## src/rtl/vpu_alu_si_div_seq_pkg.sv

```systemverilog
// Shared types and defaults for the sequential signed-integer divider.
// The state enum is shared with anything that inspects the sequencer's progress.
package vpu_alu_si_div_seq_pkg;

    localparam int OPERAND_WIDTH = 32;
    localparam int DIV_BPC       = 1;
    localparam int DIV_TAG_W     = 4;

    typedef enum logic [2:0] {
        IDLE = 3'd0,
        PREP = 3'd1,
        ITER = 3'd2,
        FIX  = 3'd3,
        DONE = 3'd4
    } div_state_e;

endpackage

```

## src/rtl/vpu_alu_si_div_seq_if.sv

```systemverilog
// Request/result handshake bundle between the VPU controller and the divider.
// The master side issues operand pairs and consumes results; the slave side is the divider.
interface vpu_alu_si_div_seq_if
    import vpu_alu_si_div_seq_pkg::*;
#(
    parameter int W     = OPERAND_WIDTH,
    parameter int TAG_W = DIV_TAG_W
);
    logic             in_valid;
    logic             in_ready;
    logic [W-1:0]     op_0;
    logic [W-1:0]     op_1;
    logic [TAG_W-1:0] tag_i;
    logic             out_valid;
    logic             out_ready;
    logic [W-1:0]     result_o;
    logic [W-1:0]     rem_o;
    logic [TAG_W-1:0] tag_o;
    logic             dz_o;
    logic             ovf_o;

    modport master (
        output in_valid, op_0, op_1, tag_i, out_ready,
        input  in_ready, out_valid, result_o, rem_o, tag_o, dz_o, ovf_o
    );

    modport slave (
        input  in_valid, op_0, op_1, tag_i, out_ready,
        output in_ready, out_valid, result_o, rem_o, tag_o, dz_o, ovf_o
    );
endinterface

```

## src/rtl/vpu_alu_si_div_seq_step.sv

```systemverilog
// Combinational restoring-division step: retires BPC quotient bits per call.
// Each stage shifts in one dividend bit and subtracts the divisor when it fits.
module vpu_alu_si_div_step
    import vpu_alu_si_div_seq_pkg::*;
#(
    parameter int W   = OPERAND_WIDTH,
    parameter int BPC = DIV_BPC
) (
    input  logic [W:0]     i_rem,
    input  logic [BPC-1:0] i_dvd_bits,
    input  logic [W-1:0]   i_divisor,
    output logic [W:0]     o_rem,
    output logic [BPC-1:0] o_q
);

    for (genvar gi = 0; gi < BPC; gi++) begin : g_step
        logic [W:0]   w_in;
        logic [W:0]   w_out;
        logic [W+1:0] w_shift;
        logic [W+1:0] w_diff;
        logic         w_q;

        if (gi == 0) begin : g_first
            assign w_in = i_rem;
        end else begin : g_next
            assign w_in = g_step[gi-1].w_out;
        end

        // Dividend bits are consumed MSB first, so stage 0 takes the top bit.
        assign w_shift = {w_in, i_dvd_bits[BPC-1-gi]};
        assign w_diff  = w_shift - {2'b00, i_divisor};
        assign w_q     = (w_shift >= {2'b00, i_divisor});
        assign w_out   = (W+1)'(w_q ? w_diff : w_shift);
        assign o_q[BPC-1-gi] = w_q;
    end

    assign o_rem = g_step[BPC-1].w_out;

endmodule

```

## src/rtl/vpu_alu_si_div_seq.sv

```systemverilog
// Multi-cycle signed divider: magnitude restoring division with sign fix-up,
// divide-by-zero / MIN-by-minus-one fast paths, abort and valid/ready result handshake.
module vpu_alu_si_div_seq
    import vpu_alu_si_div_seq_pkg::*;
#(
    parameter int W     = OPERAND_WIDTH,
    parameter int BPC   = DIV_BPC,
    parameter int TAG_W = DIV_TAG_W
) (
    input  logic                 clk,
    input  logic                 rst,
    input  logic                 i_en,
    input  logic                 i_abort,
    output logic                 o_busy,
    vpu_alu_si_div_seq_if.slave  bus
);

    localparam int NSTEP = W / BPC;
    localparam int CW    = (NSTEP > 1) ? $clog2(NSTEP) : 1;

    div_state_e       r_state;
    div_state_e       w_state_next;
    logic [W-1:0]     r_op0;
    logic [W-1:0]     r_op1;
    logic [TAG_W-1:0] r_tag;
    logic [W-1:0]     r_quo;
    logic [W-1:0]     r_div;
    logic [W:0]       r_rem;
    logic             r_neg_q;
    logic             r_neg_r;
    logic [CW-1:0]    r_cnt;
    logic [W-1:0]     r_result;
    logic [W-1:0]     r_rem_out;
    logic [TAG_W-1:0] r_tag_out;
    logic             r_dz;
    logic             r_ovf;
    logic             r_out_valid;

    logic             w_in_ready;
    logic             w_accept;
    logic             w_is_dz;
    logic             w_is_ovf;
    logic             w_cnt_last;
    logic [W-1:0]     w_abs0;
    logic [W-1:0]     w_abs1;
    logic [W:0]       w_step_rem;
    logic [BPC-1:0]   w_step_q;

    assign w_in_ready = (r_state == IDLE) && i_en;
    // An abort on the accepting edge swallows the request.
    assign w_accept   = bus.in_valid && w_in_ready && !i_abort;
    assign w_is_dz    = (r_op1 == '0);
    assign w_is_ovf   = (r_op0 == {1'b1, {(W-1){1'b0}}}) && (r_op1 == '1);
    assign w_cnt_last = (r_cnt == CW'(NSTEP - 1));
    // Negating MIN wraps to itself, which is exactly |MIN| read as unsigned.
    assign w_abs0     = r_op0[W-1] ? -r_op0 : r_op0;
    assign w_abs1     = r_op1[W-1] ? -r_op1 : r_op1;

    vpu_alu_si_div_step #(.W(W), .BPC(BPC)) u_step (
        .i_rem      (r_rem),
        .i_dvd_bits (r_quo[W-1 -: BPC]),
        .i_divisor  (r_div),
        .o_rem      (w_step_rem),
        .o_q        (w_step_q)
    );

    always_ff @(posedge clk or posedge rst) begin
        if (rst) begin
            r_state <= IDLE;
        end else begin
            r_state <= w_state_next;
        end
    end

    always_comb begin
        w_state_next = r_state;
        case (r_state)
            IDLE:    if (w_accept) w_state_next = PREP;
            PREP:    w_state_next = (w_is_dz || w_is_ovf) ? DONE : ITER;
            ITER:    if (w_cnt_last) w_state_next = FIX;
            FIX:     w_state_next = DONE;
            DONE:    if (bus.out_ready) w_state_next = IDLE;
            default: w_state_next = IDLE;
        endcase
        if (i_abort) w_state_next = IDLE;
    end

    always_ff @(posedge clk or posedge rst) begin
        if (rst) begin
            r_op0       <= '0;
            r_op1       <= '0;
            r_tag       <= '0;
            r_quo       <= '0;
            r_div       <= '0;
            r_rem       <= '0;
            r_neg_q     <= 1'b0;
            r_neg_r     <= 1'b0;
            r_cnt       <= '0;
            r_result    <= '0;
            r_rem_out   <= '0;
            r_tag_out   <= '0;
            r_dz        <= 1'b0;
            r_ovf       <= 1'b0;
            r_out_valid <= 1'b0;
        end else if (i_abort) begin
            if (r_state != IDLE) begin
                r_out_valid <= 1'b0;
                r_dz        <= 1'b0;
                r_ovf       <= 1'b0;
                r_cnt       <= '0;
            end
        end else begin
            if (w_accept) begin
                r_op0 <= bus.op_0;
                r_op1 <= bus.op_1;
                r_tag <= bus.tag_i;
            end
            case (r_state)
                PREP: begin
                    r_quo   <= w_abs0;
                    r_div   <= w_abs1;
                    r_rem   <= '0;
                    r_neg_q <= r_op0[W-1] ^ r_op1[W-1];
                    r_neg_r <= r_op0[W-1];
                    r_cnt   <= '0;
                    if (w_is_dz || w_is_ovf) begin
                        r_result    <= w_is_dz ? '1 : r_op0;
                        r_rem_out   <= w_is_dz ? r_op0 : '0;
                        r_dz        <= w_is_dz;
                        r_ovf       <= !w_is_dz;
                        r_tag_out   <= r_tag;
                        r_out_valid <= 1'b1;
                    end
                end
                ITER: begin
                    r_rem <= w_step_rem;
                    r_quo <= {r_quo[W-BPC-1:0], w_step_q};
                    r_cnt <= r_cnt + CW'(1);
                end
                FIX: begin
                    r_result    <= r_neg_q ? -r_quo : r_quo;
                    r_rem_out   <= r_neg_r ? -r_rem[W-1:0] : r_rem[W-1:0];
                    r_dz        <= 1'b0;
                    r_ovf       <= 1'b0;
                    r_tag_out   <= r_tag;
                    r_out_valid <= 1'b1;
                end
                DONE: begin
                    if (bus.out_ready) r_out_valid <= 1'b0;
                end
                default: ;
            endcase
        end
    end

    assign bus.in_ready  = w_in_ready;
    assign bus.out_valid = r_out_valid;
    assign bus.result_o  = r_result;
    assign bus.rem_o     = r_rem_out;
    assign bus.tag_o     = r_tag_out;
    assign bus.dz_o      = r_dz;
    assign bus.ovf_o     = r_ovf;
    assign o_busy        = (r_state != IDLE);

endmodule
```

## src/flat_wrapper.sv

```systemverilog
// flat-port wrapper written by rule: the top's interface ports become plain ports
module vpu_alu_si_div_seq_flat import vpu_alu_si_div_seq_pkg::*;
#(
    parameter int W     = OPERAND_WIDTH,
    parameter int BPC   = DIV_BPC,
    parameter int TAG_W = DIV_TAG_W
)
  (clk, rst, i_en, i_abort, o_busy, bus_in_valid, bus_op_0, bus_op_1, bus_tag_i, bus_out_ready, bus_in_ready, bus_out_valid, bus_result_o, bus_rem_o, bus_tag_o, bus_dz_o, bus_ovf_o);
  vpu_alu_si_div_seq_if #(.W(W), .TAG_W(TAG_W)) bus_i ();
  input  logic clk;
  input  logic rst;
  input  logic i_en;
  input  logic i_abort;
  output logic o_busy;
  input wire logic [$bits(bus_i.in_valid)-1:0] bus_in_valid;
  input wire logic [$bits(bus_i.op_0)-1:0] bus_op_0;
  input wire logic [$bits(bus_i.op_1)-1:0] bus_op_1;
  input wire logic [$bits(bus_i.tag_i)-1:0] bus_tag_i;
  input wire logic [$bits(bus_i.out_ready)-1:0] bus_out_ready;
  output wire logic [$bits(bus_i.in_ready)-1:0] bus_in_ready;
  output wire logic [$bits(bus_i.out_valid)-1:0] bus_out_valid;
  output wire logic [$bits(bus_i.result_o)-1:0] bus_result_o;
  output wire logic [$bits(bus_i.rem_o)-1:0] bus_rem_o;
  output wire logic [$bits(bus_i.tag_o)-1:0] bus_tag_o;
  output wire logic [$bits(bus_i.dz_o)-1:0] bus_dz_o;
  output wire logic [$bits(bus_i.ovf_o)-1:0] bus_ovf_o;
  assign bus_i.in_valid = bus_in_valid;
  assign bus_i.op_0 = bus_op_0;
  assign bus_i.op_1 = bus_op_1;
  assign bus_i.tag_i = bus_tag_i;
  assign bus_i.out_ready = bus_out_ready;
  assign bus_in_ready = bus_i.in_ready;
  assign bus_out_valid = bus_i.out_valid;
  assign bus_result_o = bus_i.result_o;
  assign bus_rem_o = bus_i.rem_o;
  assign bus_tag_o = bus_i.tag_o;
  assign bus_dz_o = bus_i.dz_o;
  assign bus_ovf_o = bus_i.ovf_o;
  vpu_alu_si_div_seq #(.W(W), .BPC(BPC), .TAG_W(TAG_W)) u_core (.clk(clk), .rst(rst), .i_en(i_en), .i_abort(i_abort), .o_busy(o_busy), .bus(bus_i));
endmodule
```

## config.mk

```make
export PLATFORM = sky130hd
export DESIGN_NAME = vpu_alu_si_div_seq_flat
export DESIGN_NICKNAME = d
export VERILOG_FILES = /design/src/rtl/vpu_alu_si_div_seq_pkg.sv /design/src/rtl/vpu_alu_si_div_seq_if.sv /design/src/rtl/vpu_alu_si_div_seq_step.sv /design/src/rtl/vpu_alu_si_div_seq.sv /design/src/flat_wrapper.sv
export SDC_FILE = /design/constraint.sdc
export NUM_CORES = 1
export LEC_CHECK = 0
export BUFFER_PORTS_ARGS = -buffer_cell sky130_fd_sc_hd__clkbuf_2
export CAP_MARGIN = 20
export CORE_MARGIN = 1
export CORE_UTILIZATION = 49
export DETAILED_ROUTE_END_ITERATION = 10
export GPL_TIMING_DRIVEN = 0
export PLACE_DENSITY = 0.71
export SLEW_MARGIN = 5
export SYNTH_ARGS = -nofsm -noshare
export SYNTH_HDL_FRONTEND = slang
export SYNTH_SLANG_ARGS = --single-unit
```

## constraint.sdc

```tcl
create_clock -name clk -period 7.6 [get_ports clk]
set_input_delay 0.38 -clock clk [delete_from_list [all_inputs] [get_ports clk]]
set_output_delay 0.38 -clock clk [all_outputs]
set_load 0.02 [all_outputs]
```

==> results.rst <==
.. list-table::
   :header-rows: 1

   * - Metric
     - Value
   * - Status
     - complete, no violations
   * - Combinational family with the most area after synthesis
     - compound AO/OA/AOI/OAI gates
   * - Floorplan die width
     - 174.7 um
   * - Via count of the first global-routing pass
     - 12,550
   * - Slew HR
     - 24.74%
   * - Share of synthesized registers carrying an async set or reset
     - 100.0%
   * - Unrepaired setup endpoints after global routing
     - false
   * - Post-route clock period utilization
     - 59.14%
   * - Start point of the worst hold path
     - bus_op_0[1]
   * - Power density over the cells
     - 320.6 nW/um^2
   * - Maximum clock frequency
     - around 220 MHz
   * - Final weighted congestion of routability-driven global placement
     - 0.9618
   * - Non-filler cells, final
     - between 2,000 and 2,500
   * - Final Cell Area
     - roughly 17,000 sq um
   * - Count leader, synth
     - dfrtp_1
   * - Total via count after detailed routing
     - roughly 13,000
   * - Count of filler cells inserted in the layout
     - between 2,000 and 3,000
   * - Number of enable flip-flop cells after synthesis
     - 0
   * - Most area-consuming cells after synthesis
     - dfrtp_1 (42%), o21ai_0 (7.3%), nand2_1 (6.1%)
   * - Number of rows in the core area
     - 62
   * - CTS H-tree lvls
     - 1
   * - Overall die area
     - 30,510 sq um
   * - Met2 usage in global routing
     - 48.40%
   * - Total iterations of the first detailed-routing run
     - 7
   * - Fraction of the yosys area taken by sequential cells
     - 42.13%
   * - Number of DRC markers in iteration 0
     - 1,046
   * - Number of hold buffers added after CTS
     - 1
   * - Busiest layer in global routing
     - met2
   * - Placeable Area
     - 29,010 sq um
   * - Fin nets
     - 1,933
   * - Syn-to-layout area delta
     - 15.38%
   * - Leakage power
     - 7.554 nW
   * - Final number of hold-violating endpoints
     - 0
   * - Hold Path End
     - u_core.r_op0[1]
   * - Placed Area
     - 15,900 sq um
   * - TritonCTS Buffers
     - 28
   * - Routed via count divided by cell count
     - 5.848
   * - WHS Path Cells
     - 3
   * - Clock tree from TritonCTS
     - yes
   * - VDD IR-drop max
     - 0.2008 mV
   * - Pin count of the biggest net entering global routing
     - 104
   * - Time the final worst path needs with I/O delays and setup
     - about 4.5 ns
   * - Remaining Overflow, GRT
     - 0
   * - Arrival time at the worst endpoint
     - 4.91 ns
   * - Source-to-sink clock delay at the later pin of the worst-skew pair
     - 0.56 ns
   * - Met1 track utilization from global routing
     - 39.57%
   * - Compound-cell area share of the yosys netlist
     - slightly below 20%
   * - CTS max path bufs
     - 3
   * - Crit Path Class
     - reg2reg
   * - Final setup skew
     - between 0.015 and 0.02 ns
   * - Most area-hungry cell type in the Yosys netlist
     - dfrtp_1
   * - Clock-pin transition on the worst setup and hold timing paths
     - 0.06 ns
   * - YS warnings
     - 0
   * - Total wirelength of the detailed-routed design
     - 44.36 mm
   * - Nets in the synthesized netlist
     - 1,754
   * - Type of element launching the critical path
     - register
   * - Clock tree sinks
     - between 200 and 250
   * - Simple-Gate Fraction of Synth Area
     - 15.37%
   * - Worst setup slack for register-to-register paths
     - between 3 and 4 ns
   * - Multiplexer share of the synthesized area
     - ~6.0%
   * - Number of antenna violations at the first check in global routing
     - 0
   * - Required time of the worst setup path
     - 8.01 ns
   * - Number of diodes
     - 0
   * - M3 GR Usage
     - approximately 3%
   * - Port Buffer Count
     - 145
   * - Initial core utilization
     - 50.36%
   * - I/O pin count
     - ~150
   * - Start of the worst register-to-register path
     - u_core.r_quo[31]
   * - Half-perimeter wire length after placement
     - around 34 mm
   * - Ranking of synthesized cells by instance count
     - dfrtp_1 (246), nand2_1 (239), o21ai_0 (213)
   * - DRT antenna net count
     - 0
   * - First-pass GRT wire length
     - 69.84 mm
   * - Avg Cell Area, Syn
     - 8.909 sq um
   * - PostCTS Resize Cnt
     - 0
   * - Worst min path class
     - in2reg
   * - Placement Setup Slack
     - 3.242 ns
   * - Distinct cell type count of the synthesized netlist
     - 68
   * - Share of Yosys cell area claimed by the top area cell type
     - roughly 42%
   * - Endpoint class of the critical path
     - register
   * - Worst-path maximum fanout
     - 10
   * - Overall power consumption
     - 5.405 mW
   * - Number of instances in the synthesized netlist
     - 1,640
   * - Xor/xnor share of the synthesized area
     - 8.811%
   * - Adder-cell share of the synthesized area
     - 3.477%
   * - Max-cap violation count
     - 0
   * - Placed cells
     - 2,172
   * - Root Buffer Master
     - clkbuf_16
   * - Slew Limit Fails
     - 0
   * - Netlist Area Pre-Place
     - roughly 15,000 sq um
   * - Post-CTS Setup Bufs
     - 0
   * - GRT Total Usage
     - 29.12%
   * - Slew @ Worst Pin
     - 1.120 ns
   * - Post-route DRC
     - 0
   * - Fraction of layout instances using a drive strength above 1
     - 15.43%
   * - Die Span Y
     - 174.7 um
   * - Final setup violation count
     - 0
   * - Worst reg-to-reg path cell count
     - 13
   * - Final core area utilization
     - 58.11%
   * - Most common flop cell mapped by yosys
     - dfrtp_1
   * - Avg WL per Cell
     - roughly 20 um
   * - Setup slack after layout
     - between 3 and 4 ns
   * - End of the worst register-to-register path
     - u_core.r_rem[1]
   * - Synthesized flop and latch total
     - 246
## critical path: stages, from the launching register on
cell,delay [ns]
dfrtp_1,0.38
inv_1,0.13
ha_1,0.22
inv_1,0.07
fa_1,0.42
a21oi_1,0.23
o221ai_1,0.27
a311oi_1,0.56
o311a_1,0.36
o31ai_1,0.19
a31oi_1,0.57
clkbuf_1,0.59
mux2i_1,0.27
o22ai_1,0.10
## placed cells by master (no fill, tap or decap), types with 5 or more instances in the layout
master     count
dfrtp_1      246
nand2_1      239
o21ai_0      213
clkbuf_2     146
clkbuf_1     100
a21oi_1       86
nor2_1        82
xnor2_1       74
xor2_1        73
mux2_2        64
inv_1         56
ha_1          39
o31ai_1       38
clkbuf_16     29
or3_1         23
nand3_1       23
a22oi_1       21
a22o_1        21
nor3_1        20
a31oi_1       16
nand4_1       15
nand2b_1      14
o22ai_1       14
o41ai_1       13
nor4_1        12
or4_1         11
o21ai_1       11
mux2i_1       10
a21o_1        10
and2_1         8
o21bai_1       7
and3_1         7
nor2b_1        6
nand3b_1       5
buf_2          5
a32oi_1        5
clkbuf_8       5
## how the worst max path moves through the flow
| stage | start | to | slack (ns) | depth (start not counted) |
|---|---|---|---|---|
| 2_1_floorplan | rst | u_core.bus.dz_o | 0.46 | 1 |
| 3_3_place_gp | rst | u_core.r_op1[1] | -2.21 | 2 |
| 3_5_place_dp | u_core.r_quo[31] | u_core.r_rem[1] | 3.24 | 13 |
| 4_1_cts | u_core.r_quo[31] | u_core.r_rem[1] | 3.18 | 13 |
| 5_1_grt | u_core.r_quo[31] | u_core.r_quo[0] | 2.85 | 14 |
| 6_report | u_core.r_quo[31] | u_core.r_rem[1] | 3.11 | 13 |
## logic make-up after synthesis
group | count (synthesis)
adder cells (fa/ha/maj) | 40
XOR/XNOR | 147
AO/OA/AOI/OAI | 483
multiplexers | 78
buffers and inverters | 161
AND/OR/NAND/NOR | 485
flip-flops | 246
## layer usage
layer | share of wire, % | vias to the layer above
li1 | - | 6171
met1 | 44 | 6264
met2 | 46 | 484
met3 | 6.2 | 88
met4 | 3.6 | 0
met5 | 0 | -
## registers in the layout (all words and copies together), names as in the netlist
signal                cells
u_core.r_div             32
u_core.r_quo             32
u_core.r_op1             32
u_core.r_op0             32
u_core.bus.result_o      32
u_core.bus.rem_o         32
u_core.r_tag              4
u_core.bus.ovf_o          1
u_core.r_neg_r            1
u_core.r_neg_q            1
u_core.bus.dz_o           1
u_core.bus.tag_o          4
u_core.r_rem             33
u_core.r_state            3
u_core.bus.out_valid      1
u_core.r_cnt              5
## area by class of cell
class / count / area [sq um] / share of cell area [%]
sequential: 246 / 6156 / 36.51
clock buffer: 42 / 824.5 / 4.891
tap: 384 / 480.5 / 2.850
buffer: 104 / 420.4 / 2.494
multi-input combinational: 1233 / 7826 / 46.42
timing repair buffer: 149 / 802.0 / 4.757
inverter: 57 / 221.5 / 1.314
clock inverter: 9 / 127.6 / 0.7570
## power breakdown
group          internal, mW  total (mW)  leakage [nW]  switching [mW]
logic                 0.839        2.01          3.91            1.17
clock network         0.847        1.39         0.469           0.546
registers              1.60        2.00          3.18           0.403
total                  3.28        5.41          7.55            2.12
## metrics by stage
step / TNS [ns] / hold slack, ns
6_report: 0 / 0.03122
5_1_grt: 0 / 0.03939
4_1_cts: 0 / 0.01321
3_5_place_dp: 0 / 0.3897
3_3_place_gp: -535.20 / 0.4575
2_1_floorplan: 0 / 0.4484
No activity file was read; power rests on OpenSTA's default activity.
